$ cat src/rtl/chacha_stream_decrypt_if.sv
// chacha_stream_decrypt_if: keystream, ciphertext and plaintext channels of the
// receive-side ChaCha20 stream combiner.
//
// Handshake rule for every channel (ks_*, ct_*, pt_*): a transfer happens on the
// rising clock edge where valid and ready are both 1. The source holds its data
// and valid steady until that transfer. Ready never depends on valid.
interface chacha_stream_decrypt_if #(
    parameter int BLOCK_BITS = 512,
    parameter int BYTE_W     = 8
);
    logic [BLOCK_BITS-1:0] ks_block;
    logic                  ks_valid;
    logic                  ks_ready;
    logic [BYTE_W-1:0]     ct_byte;
    logic                  ct_valid;
    logic                  ct_ready;
    logic [BYTE_W-1:0]     pt_byte;
    logic                  pt_valid;
    logic                  pt_ready;
    logic                  flush;
    logic [31:0]           byte_cnt;

    // Environment side: keystream source, ciphertext source, plaintext sink
    modport master (
        output ks_block, ks_valid, ct_byte, ct_valid, pt_ready, flush,
        input  ks_ready, ct_ready, pt_byte, pt_valid, byte_cnt
    );

    // Combiner side
    modport slave (
        input  ks_block, ks_valid, ct_byte, ct_valid, pt_ready, flush,
        output ks_ready, ct_ready, pt_byte, pt_valid, byte_cnt
    );
endinterface

$ cat src/rtl/chacha_stream_decrypt.sv
// chacha_stream_decrypt: XORs received ciphertext bytes with ChaCha20 keystream
// bytes, consumed strictly in order (byte 0 of each block first).
// Optional feature macro: CHACHA_DEC_PREFETCH_EN adds a shadow keystream buffer
// so the next block can be queued and swapped in with no bubble at block ends.
module chacha_stream_decrypt #(
    parameter int BLOCK_BITS = 512,
    parameter int BYTE_W     = 8
) (
    input  logic                    clk,
    input  logic                    rst,
    chacha_stream_decrypt_if.slave  bus,
    output logic                    o_dbg_state,
    output logic [$clog2(BLOCK_BITS/BYTE_W)-1:0] o_dbg_idx
);
    localparam int NBYTES = BLOCK_BITS / BYTE_W;
    localparam int IDX_W  = $clog2(NBYTES);
    localparam logic [IDX_W-1:0] LAST_IDX = IDX_W'(NBYTES - 1);

    typedef enum logic {
        ST_EMPTY  = 1'b0,
        ST_LOADED = 1'b1
    } state_t;

    state_t                r_state;
    logic [IDX_W-1:0]      r_idx;
    logic [BLOCK_BITS-1:0] r_buf;
    logic [BYTE_W-1:0]     r_pt_byte;
    logic                  r_pt_valid;
    logic [31:0]           r_byte_cnt;
`ifdef CHACHA_DEC_PREFETCH_EN
    logic [BLOCK_BITS-1:0] r_shadow;
    logic                  r_shadow_full;
`endif

    logic              w_ct_ready;
    logic              w_ks_ready;
    logic              w_ct_hs;
    logic              w_ks_hs;
    logic              w_blk_end;
    logic [BYTE_W-1:0] w_ks_byte;

    // Ready signals depend only on state, pt_valid and pt_ready
    assign w_ct_ready = (r_state == ST_LOADED) && (!r_pt_valid || bus.pt_ready);
`ifdef CHACHA_DEC_PREFETCH_EN
    assign w_ks_ready = (r_state == ST_EMPTY) || !r_shadow_full;
`else
    assign w_ks_ready = (r_state == ST_EMPTY);
`endif

    assign w_ct_hs   = bus.ct_valid && w_ct_ready;
    assign w_ks_hs   = bus.ks_valid && w_ks_ready;
    assign w_ks_byte = r_buf[r_idx*BYTE_W +: BYTE_W];
    // Active block finishes on its last byte or on flush (only meaningful in LOADED)
    assign w_blk_end = bus.flush || (w_ct_hs && (r_idx == LAST_IDX));

    assign bus.ks_ready = w_ks_ready;
    assign bus.ct_ready = w_ct_ready;
    assign bus.pt_byte  = r_pt_byte;
    assign bus.pt_valid = r_pt_valid;
    assign bus.byte_cnt = r_byte_cnt;
    assign o_dbg_state  = r_state;
    assign o_dbg_idx    = r_idx;

    // Buffer FSM, keystream index, output register and byte counter
    always_ff @(posedge clk or posedge rst) begin
        if (rst) begin
            r_state    <= ST_EMPTY;
            r_idx      <= '0;
            r_buf      <= '0;
            r_pt_byte  <= '0;
            r_pt_valid <= 1'b0;
            r_byte_cnt <= '0;
`ifdef CHACHA_DEC_PREFETCH_EN
            r_shadow      <= '0;
            r_shadow_full <= 1'b0;
`endif
        end else begin
            // Output register: a new byte wins over the downstream taking the old one
            if (w_ct_hs) begin
                r_pt_byte  <= bus.ct_byte ^ w_ks_byte;
                r_pt_valid <= 1'b1;
                r_byte_cnt <= r_byte_cnt + 32'd1;
            end else if (bus.pt_ready) begin
                r_pt_valid <= 1'b0;
            end

            case (r_state)
                ST_EMPTY: begin
                    if (w_ks_hs) begin
                        r_buf   <= bus.ks_block;
                        r_idx   <= '0;
                        r_state <= ST_LOADED;
                    end
                end
                ST_LOADED: begin
                    if (w_ct_hs) begin
                        r_idx <= r_idx + IDX_W'(1);
                    end
                    if (w_blk_end) begin
                        r_idx <= '0;
`ifdef CHACHA_DEC_PREFETCH_EN
                        // Promote the queued block; a block arriving this very cycle
                        // with the shadow empty goes straight to the active buffer
                        if (r_shadow_full) begin
                            r_buf         <= r_shadow;
                            r_shadow_full <= 1'b0;
                        end else if (w_ks_hs) begin
                            r_buf <= bus.ks_block;
                        end else begin
                            r_state <= ST_EMPTY;
                        end
`else
                        r_state <= ST_EMPTY;
`endif
                    end
`ifdef CHACHA_DEC_PREFETCH_EN
                    else if (w_ks_hs) begin
                        r_shadow      <= bus.ks_block;
                        r_shadow_full <= 1'b1;
                    end
`endif
                end
                default: r_state <= ST_EMPTY;
            endcase
        end
    end
endmodule

$ cat src/flat_wrapper.sv
// flat-port wrapper written by rule: the top's interface ports become plain ports
module chacha_stream_decrypt_flat 
#(
    parameter int BLOCK_BITS = 512,
    parameter int BYTE_W     = 8
)
  (clk, rst, o_dbg_state, o_dbg_idx, bus_ks_block, bus_ks_valid, bus_ct_byte, bus_ct_valid, bus_pt_ready, bus_flush, bus_ks_ready, bus_ct_ready, bus_pt_byte, bus_pt_valid, bus_byte_cnt);
  chacha_stream_decrypt_if #(.BLOCK_BITS(BLOCK_BITS), .BYTE_W(BYTE_W)) bus_i ();
  input  logic clk;
  input  logic rst;
  output logic o_dbg_state;
  output logic [$clog2(BLOCK_BITS/BYTE_W)-1:0] o_dbg_idx;
  input wire logic [$bits(bus_i.ks_block)-1:0] bus_ks_block;
  input wire logic [$bits(bus_i.ks_valid)-1:0] bus_ks_valid;
  input wire logic [$bits(bus_i.ct_byte)-1:0] bus_ct_byte;
  input wire logic [$bits(bus_i.ct_valid)-1:0] bus_ct_valid;
  input wire logic [$bits(bus_i.pt_ready)-1:0] bus_pt_ready;
  input wire logic [$bits(bus_i.flush)-1:0] bus_flush;
  output wire logic [$bits(bus_i.ks_ready)-1:0] bus_ks_ready;
  output wire logic [$bits(bus_i.ct_ready)-1:0] bus_ct_ready;
  output wire logic [$bits(bus_i.pt_byte)-1:0] bus_pt_byte;
  output wire logic [$bits(bus_i.pt_valid)-1:0] bus_pt_valid;
  output wire logic [$bits(bus_i.byte_cnt)-1:0] bus_byte_cnt;
  assign bus_i.ks_block = bus_ks_block;
  assign bus_i.ks_valid = bus_ks_valid;
  assign bus_i.ct_byte = bus_ct_byte;
  assign bus_i.ct_valid = bus_ct_valid;
  assign bus_i.pt_ready = bus_pt_ready;
  assign bus_i.flush = bus_flush;
  assign bus_ks_ready = bus_i.ks_ready;
  assign bus_ct_ready = bus_i.ct_ready;
  assign bus_pt_byte = bus_i.pt_byte;
  assign bus_pt_valid = bus_i.pt_valid;
  assign bus_byte_cnt = bus_i.byte_cnt;
  chacha_stream_decrypt #(.BLOCK_BITS(BLOCK_BITS), .BYTE_W(BYTE_W)) u_core (.clk(clk), .rst(rst), .bus(bus_i), .o_dbg_state(o_dbg_state), .o_dbg_idx(o_dbg_idx));
endmodule
$ cat config.mk
export PLATFORM = sky130hd
export DESIGN_NAME = chacha_stream_decrypt_flat
export DESIGN_NICKNAME = d
export VERILOG_FILES = /design/src/rtl/chacha_stream_decrypt_if.sv /design/src/rtl/chacha_stream_decrypt.sv /design/src/flat_wrapper.sv
export SDC_FILE = /design/constraint.sdc
export NUM_CORES = 1
export LEC_CHECK = 0
export BUFFER_PORTS_ARGS = -buffer_cell sky130_fd_sc_hd__buf_2
export CAP_MARGIN = 20
export CORE_MARGIN = 8
export CORE_UTILIZATION = 45
export CTS_CLUSTER_DIAMETER = 50
export DETAILED_ROUTE_END_ITERATION = 16
export PLACE_DENSITY_LB_ADDON = 0.25
export SYNTH_ARGS = -nofsm -noshare
export SYNTH_HDL_FRONTEND = slang
export SYNTH_SLANG_ARGS = --single-unit
$ cat constraint.sdc
create_clock -name clk -period 40.9 [get_ports clk]
set_input_delay 8.18 -clock clk [delete_from_list [all_inputs] [get_ports clk]]
set_output_delay 8.18 -clock clk [all_outputs]
set_load 0.05 [all_outputs]
After elaboration in Yosys (flattened, before gate mapping)
Cells that the tools add are included.
{ "word_totals": {"latch_bits": 0, "out_inout_bits": 50, "ram_bits": 0, "mem_bits_ro": 0, "memories": 0, "ff_bits": 560, "input_bits": 526} }
{ "classes": {"muxes": 9, "bitwise": 2, "order_cmp": 0, "add_sub_neg": 2, "n_eq_ne": 3, "n_reduce_logical": 10, "shifts": 1, "multipliers": 0, "div_mod_pow": 0} }
{ "op_table": {"columns": ["op", "n"], "rows": [
  ["variable part select 512 x 10 -> 8 bit", 1],
  ["adder 32 x 1 -> 32 bit (second input constant)", 1],
  ["2-to-1 mux 6 bit", 3],
  ["one-hot mux 6 bit (2 select lines)", 1],
  ["XOR 8 bit", 1],
  ["adder 6 x 1 -> 6 bit (second input constant)", 1],
  ["equality test 6 bit (second input constant)", 1],
  ["logical AND 1 bit", 4],
  ["2-to-1 mux 1 bit", 4],
  ["AND reduction 2 bit", 2],
  ["inequality test 3 bit (second input constant)", 1],
  ["logical OR 1 bit", 2],
  ["inequality test 2 bit (second input constant)", 1],
  ["one-hot mux 1 bit (2 select lines)", 1],
  ["nonzero test 2 bit", 1],
  ["logical NOT 1 bit", 1],
  ["inverter 1 bit", 1]
]} }

Depth between registers and ports, before layout
{ "logic_depth": {"word_depth": 8, "depth_mapped": 11, "mapped_depth_nobuf": 6} }

Least setup slack after synthesis
Ideal clock, no wire load.
{ "synth_timing": {"path_type": "input -> output", "from": "in bus_pt_ready", "to": "out bus_ct_ready", "required_ns": 32.720, "cell_stages": 2, "arrival_time_ns": 8.763, "slack_ns": 23.957, "path_buffers": 0, "cell_sequence": "nand2b_1 and2_1"} }
{ "synth_via": {"elab_chain_len": 2} }
{ "synth_rtl": {"columns": ["element", "line_no", "source"], "rows": [
  ["start: declaration", "flat_wrapper.sv:17", "input wire logic [$bits(bus_i.pt_ready)-1:0] bus_pt_ready;"],
  ["logical OR 1 bit", "chacha_stream_decrypt.sv:43", "assign w_ct_ready = (r_state == ST_LOADED) && (!r_pt_valid || bus.pt_ready);"],
  ["logical AND 1 bit", "chacha_stream_decrypt.sv:43", null],
  ["end: declaration", "flat_wrapper.sv:20", "output wire logic [$bits(bus_i.ct_ready)-1:0] bus_ct_ready;"]
]} }
No other way between the ends.

Worst setup path after layout
Ends and elaborated chain as after synthesis.

==> metrics <==
Setup crit start kind=input pin; CTS tree=built; Cell Chain, Critical Path=buf_2 > nand2b_1 > and2_1 > buf_2; Post-Syn Nets=2,213; # port buffers=around 580; PD cells=roughly 57 nW/µm²; critical path class=in -> out; Post-synth EDFFs=0; Final Max Slew Viols=0; CTS sink count=560; Layout Cells excl Fill=~3,000; post-DR wirelength/cell=25.53 µm; fin area=about 31,000 µm²; Tcrit/Tclk final=between 40% and 50%; Hold Buf Count CTS=0; Ys Warns=0; cell count after placement=approximately 2,900; dominant synthesized flop cell=dfrtp_1; CP Max Fanout=5; WL final=78,560 µm; DRT Pass-1 Iters=5; final hold vios=0; setup TNS=0 ps; CTS clk-pin slew, worst paths=around 50 ps; GR Overflow Total=0; die height=about 250 µm; post-cts sizing count=0; # Post-CTS Setup Buffers=0; Initial DRC Count=962; count of cell types in the netlist=46; min cycle time layout=approximately 17,000 ps; largest net degree at the start of global routing=129; hpwl dp=58,540 µm; GRT Overall Usage=24.18%; register area share after synthesis=between 50% and 60%; outcome=finished clean; # IOs=roughly 580; nets@finish=roughly 2,800; total CTS buffers=71; Layout area overhead=23.96%; Worst-Margin Slew=~1100 ps; maximum VDD drop=between 0.04 and 0.05 mV; initial antenna violation count=40; Clk Latency, worst-skew pair=approximately 600 ps; share of cells above drive strength 1=about 60%; Cell Rows=between 80 and 90; fillcell total=4,628; worst endpoint data arrival time=about 8900 ps; CTS Root Cell=clkbuf_16; vias=17,010; clk_skew=roughly 17 ps; Slew headroom=roughly 30%; Final ANT Viol Nets=0; final core occ=a little under three fifths; CP Capture Type=output pin; Slowest-stage cell, CP=buf_2; P_leak=between 10 and 15 nW; Clock Path Buffers=3; unrepaired setup endpoints after global routing=no; full die area=between 60,000 and 70,000 µm²; FMAX=around 60 MHz; DRC violation count after routing=0; first-pass GRT wire length=between 100,000 and 150,000 µm; Cell Area, Synth=between 20,000 and 30,000 µm²; cell mode on critical path=buf_2; Seq cells post-synth=560; max cap viols=0; Critical Path RT=32,720 ps; placed cell areas=~29,000 µm²; worst hold path type=reg -> reg; WHS=approximately 470 ps; CP max stage delay=between 200 and 250 ps; area of the core=55,310 µm²; final setup vio count=0; Starting Density=45.61%; Synth Instances=approximately 1,700; drt via density=approximately 5.5; post-synthesis average cell area=between 10 and 15 µm²; vias in the first global route=approximately 18,000; htree depth=3; asr flop ratio synth=100.0%; chip width=roughly 250 µm; gpl congestion=around 0.9
through the flow:
stage	worst slack (ps)	power (mW)
after floorplan	17060	1.016
after global placement	23860	1.125
after detailed placement	23850	1.144
after CTS	23850	1.789
after global routing	23820	1.853
final	23840	1.772
cells by family after synthesis:
kind of cell	synth area share (%)
and+or+nand+nor	3.457
AOI/OAI and AO/OA	3.556
adders and majority gates	0.09918
muxes	33.99
DFF	55.55
buffers and inverters	2.267
xor gates and xnor gates	1.076
layer usage:
metal	GRT usage, %	vias to the layer above	wire [µm]
li1	-	7478	-
met1	31.09	8783	32030
met2	39.53	582	38320
met3	6.665	140	5720
met4	7.906	28	2334
met5	0	-	158
worst max-delay path: cells and delay by family:
kind	cells	cell delay, ps
buffers and inverters	2	310
and+or+nand+nor	2	390
flip-flops by register name (all words and copies together) (netlist names):
| register | flops |
|---|---|
| u_core.r_buf | 512 |
| u_core.bus.byte_cnt | 32 |
| u_core.bus.pt_byte | 8 |
| u_core.o_dbg_idx | 6 |
| u_core.bus.pt_valid | 1 |
| u_core.o_dbg_state | 1 |
placed cells by master (no fill, tap or decap), types with 21 or more instances in the layout:
| master | instances |
|---|---|
| buf_4 | 24 |
| o21ai_0 | 23 |
| a221oi_1 | 23 |
| mux2i_1 | 67 |
| xnor2_1 | 25 |
| nand3_1 | 37 |
| mux4_2 | 95 |
| mux2_2 | 512 |
| o22ai_1 | 22 |
| dfrtp_1 | 557 |
| clkbuf_16 | 72 |
| nand2_1 | 42 |
| buf_2 | 576 |
| nand4_1 | 21 |
| diode_2 | 27 |
final timing paths:
check,slack [ps],cells past startpoint,endpoint,startpoint
worst max-delay path,23840,4,bus_ct_ready,bus_pt_ready
worst min-delay path,470,1,u_core.bus.byte_cnt[31],u_core.bus.byte_cnt[31]
worst max register to register,36300,6,u_core.r_buf[382],u_core.o_dbg_state
worst min register to register,470,1,u_core.bus.byte_cnt[31],u_core.bus.byte_cnt[31]
max in group asynchronous,30790,4,u_core.r_buf[279],rst
min in group asynchronous,7740,2,u_core.r_buf[109],rst
report_power, final:
group / internal [mW] / total (mW) / leakage [nW] / switching [mW]
logic: 0.205 / 0.386 / 5.79 / 0.181
clock network: 0.393 / 0.641 / 1.21 / 0.248
registers: 0.675 / 0.745 / 6.61 / 0.0698
total: 1.27 / 1.77 / 13.6 / 0.500
Yosys cell counts (4+ instances only):
master	count	area share, %
nor4_1	8	0.20
o21ai_0	23	0.46
clkbuf_1	75	1.1
mux2i_1	67	2.7
a22oi_1	12	0.36
a2111o_1	5	0.22
a21oi_1	16	0.32
dfrtp_1	560	56
a221oi_1	23	0.80
nor3_1	4	0.079
buf_4	8	0.24
nand4_1	21	0.52
xnor2_1	25	0.87
o31a_1	6	0.21
and3_1	9	0.22
nor2_1	21	0.31
inv_1	7	0.10
mux2_2	512	23
xor2_1	6	0.21
and2_1	4	0.099
nand2_1	42	0.62
buf_1	6	0.089
nand3_1	37	0.73
buf_2	16	0.32
mux4_2	95	8.5
o31ai_1	10	0.30
nor2b_1	6	0.15
nand2b_1	7	0.17
buf_6	9	0.40
o22ai_1	22	0.55
area by class of cell:
cell class	count	area, µm²	share of cell area, %
sequential	560	14020	44.84
multi-input combinational	1004	10650	34.07
timing repair buffer	603	3115	9.963
clock buffer	97	2086	6.670
tap	748	935.9	2.993
clock inverter	31	356.6	1.140
antenna	27	67.56	0.2161
inverter	7	33.78	0.1080
Note: power is estimated with default switching activity, not from simulation.
